===== src/rtl/ram_4x8.sv =====
// ram_4x8: 4-word x 8-bit flip-flop register-file RAM.
// Synchronous write, combinational read, shared address, async active-low clear.
module ram_4x8 (
    input  logic       clk,
    input  logic       rst_n,
    input  logic [7:0] D,
    output logic [7:0] Q,
    input  logic [1:0] addr,
    input  logic       we
);

    localparam int WORDS = 4;
    localparam int WIDTH = 8;
    localparam int AW    = 2;

    logic [WIDTH-1:0] mem [WORDS];
    logic [WORDS-1:0] wsel;

    // One-hot word select, gated by we so at most one word is written.
    always_comb begin
        wsel = '0;
        unique case (addr)
            AW'(0): wsel[0] = we;
            AW'(1): wsel[1] = we;
            AW'(2): wsel[2] = we;
            AW'(3): wsel[3] = we;
            default: wsel = '0;
        endcase
    end

    for (genvar i = 0; i < WORDS; i++) begin : g_word
        always_ff @(posedge clk or negedge rst_n) begin
            if (!rst_n) begin
                mem[i] <= '0;
            end else if (wsel[i]) begin
                mem[i] <= D;
            end
        end
    end

    // Read mux sees storage directly: no bypass of D before the edge.
    always_comb begin
        Q = '0;
        unique case (addr)
            AW'(0): Q = mem[0];
            AW'(1): Q = mem[1];
            AW'(2): Q = mem[2];
            AW'(3): Q = mem[3];
            default: Q = '0;
        endcase
    end

endmodule


===== config.mk =====
export PLATFORM = sky130hd
export DESIGN_NAME = ram_4x8
export DESIGN_NICKNAME = d
export VERILOG_FILES = /design/src/rtl/ram_4x8.sv
export SDC_FILE = /design/constraint.sdc
export NUM_CORES = 1
export LEC_CHECK = 0
export BUFFER_PORTS_ARGS = -buffer_cell sky130_fd_sc_hd__buf_2
export CAP_MARGIN = 20
export CORE_ASPECT_RATIO = 0.7
export CORE_UTILIZATION = 30
export DETAILED_ROUTE_END_ITERATION = 6
export PLACE_DENSITY = 0.51
export SLEW_MARGIN = 20
export SYNTH_ARGS = -nofsm -noshare
export SYNTH_HDL_FRONTEND = slang
export SYNTH_SLANG_ARGS = --single-unit

===== constraint.sdc =====
create_clock -name clk -period 1.1 [get_ports clk]
set_input_delay 0.11 -clock clk [delete_from_list [all_inputs] [get_ports clk]]
set_output_delay 0.11 -clock clk [all_outputs]
set_load 0.1 [all_outputs]

==> impl_results.md <==
- Outcome: complete, but fails checks
- Failing checks: DRC, setup timing
- Chip width: 84.2 um
- Clock-pin slew on the worst setup and hold paths: 60 ps
- First-pass GRT wire length: 4480 um
- Post-CTS setup buffers: 0
- Fin crit share: 1.33
- Final core utilization: 0.397
- Largest net degree at the start of global routing: 20
- Crit path launch type: flip-flop
- Die area: around 0.0050 sq mm
- Hold Path Class: in2reg
- Mapped cell area: 0.00142 sq mm
- Worst-path cell chain: mux4_2 -> buf_6
- CTS tree: yes
- Final slew viol count: 0
- CP Class: reg2out
- ANT cells: 0
- Post-detailed-route count of antenna-violating nets: 0
- CTS buffer count: 5
- Netlist cell types: 9
- Min Tclk post-route: 1460 ps
- Max reg flops: 32
- Required time worst endpoint: between 900 and 1000 ps
- Critical path's largest stage delay: 490 ps
- Slowest CP cell: mux4_2
- Dpl hpwl: 1830 um
- Initial Util: 0.320
- Largest registers: mem (32)
- Setup Viol. Count Final: 8
- Clk_skew: 0 ps
- Max-slew headroom: 0.754
- Post-route worst setup slack: -360 ps
- Start point of the critical path: mem[6]
- Total clock sinks: 32
- DRT iter0 DRCs: 22
- Layout cell share with drive strength beyond 1: 0.676
- GRT overflow: 0
- Leakage: 0.751 nW
- Fin nets: between 100 and 150
- Routed len/inst: between 15 and 20 um
- Register with the most flip-flops: mem
- Clock Root Buffer: clkbuf_8
- DRC viols: 4
- Vias per cell: 5.07
- Total GRT Usage: 0.126
- Synth Register Bits: 32
- Max Fclk: ~680 MHz
- Synth Warn #: 0
- Final wirelength: 2690 um
- Max H-tree Level: 2
- Critical path buffer and inverter count: 1
- Syn Nets: 91
- FP Rows: 20
- Mapped Cells: 78
- Top delay family on crit path: multiplexers
- I/O pin cnt: 21
- Hold_sp: D[3]
- Crit Reg-Reg Startpoint: mem[3]
- Worst VDD drop: approximately 0.93 mV
- Worst-Margin Slew: 369 ps
- PD cells: 2050 mW/mm^2
- CP endpoint kind: output pin
- Vias: 827
- Data arrival time of the worst path: around 1400 ps
- Initial antenna violation count: 0
- Worst Path Max Fanout: 2
- Vias in the first global route: 917
- Max Cap Viol: 0
- P&R area growth vs syn: 23.8%
- Die height: between 50 and 60 um
- Pre-antenna DRT Iters: 6
- RSZ-0062 raised after global routing: true
- Final Hold Violating Endpoints: 0
- Core area: 0.00443 sq mm
- WHS: 110 ps
- Routability congestion estimate: about 0.66
- Most frequent cells in the layout: mux2_2, dfrtp_1, buf_2
- Seq/Total Area, Yosys: 0.564
- Clock latency on the worst-skew pair: 280 ps
- CTS max path bufs: 2
- Port bufs: 20
- Syn_area_per_cell: 18.2 sq um
-- synthesized netlist by cell type --
cell | instances | area [sq um]
nor3b_4 | 1 | 18.8
mux4_2 | 6 | 135
dfrtp_1 | 32 | 801
nand3_2 | 1 | 10.0
mux4_1 | 2 | 52.6
mux2_2 | 32 | 360
buf_6 | 1 | 11.3
buf_4 | 1 | 7.51
nand3b_2 | 2 | 22.5
-- worst paths after layout --
path	to	depth (start not counted)	slack, ps
setup / recovery	Q[6]	2	-360
max in group asynchronous	mem[28]	3	400
hold / removal	mem[19]	2	110
setup reg to reg	mem[3]	1	340
min in group asynchronous	mem[11]	2	280
hold reg to reg	mem[0]	1	500
-- per-layer routing --
layer	wire (um)	vias to the layer above	GRT usage	part of all wire
li1	-	358	-	-
met1	1210	442	0.157	0.45
met2	1310	23	0.206	0.49
met3	148	4	0.0446	0.055
met4	20	0	0.0443	0.0074
met5	0	-	0	0
-- cells by family (layout without fill, tap and decap cells) --
logic type             count (synthesis)  after routing  synth area share
buffers and inverters                  2             32            0.0132
DFF                                   32             32             0.564
muxes                                 40             40             0.386
and+or+nand+nor                        4              4            0.0362
-- per-stage QoR --
stage	instances	setup TNS [ps]	total power [W]	cell area [sq um]	setup slack, ps
floorplan	78	-771	0.00240	1410	-96.4
global placement	154	-9340	0.00258	1600	-362
detailed placement	154	-9590	0.00260	1600	-366
CTS	163	-2850	0.00364	1750	-364
global route	163	-3080	0.00378	1760	-406
finish	163	-2760	0.00360	1760	-360
-- final cells by class --
cell class / count / area [sq um]
clock buffer: 8 / 90.1
fill: 421 / 2670
multi-input combinational: 44 / 599
sequential: 32 / 801
tap: 55 / 68.8
timing repair buffer: 24 / 198
-- power breakdown --
| group | internal, W | switching (W) |
|---|---|---|
| logic | 0.000448 | 0.000739 |
| clock network | 0.000510 | 0.000397 |
| registers | 0.00140 | 0.000102 |
-- repair_timing --
| item | in CTS | in global routing |
|---|---|---|
| hold buffers | 1 | 0 |
| pin swaps | 0 | 0 |
| hold endpoints to repair | 13 | 0 |
| resized for setup | 16 | 2 |
| setup endpoints to repair | 8 | 10 |
Power figures use the tool's default switching activity.
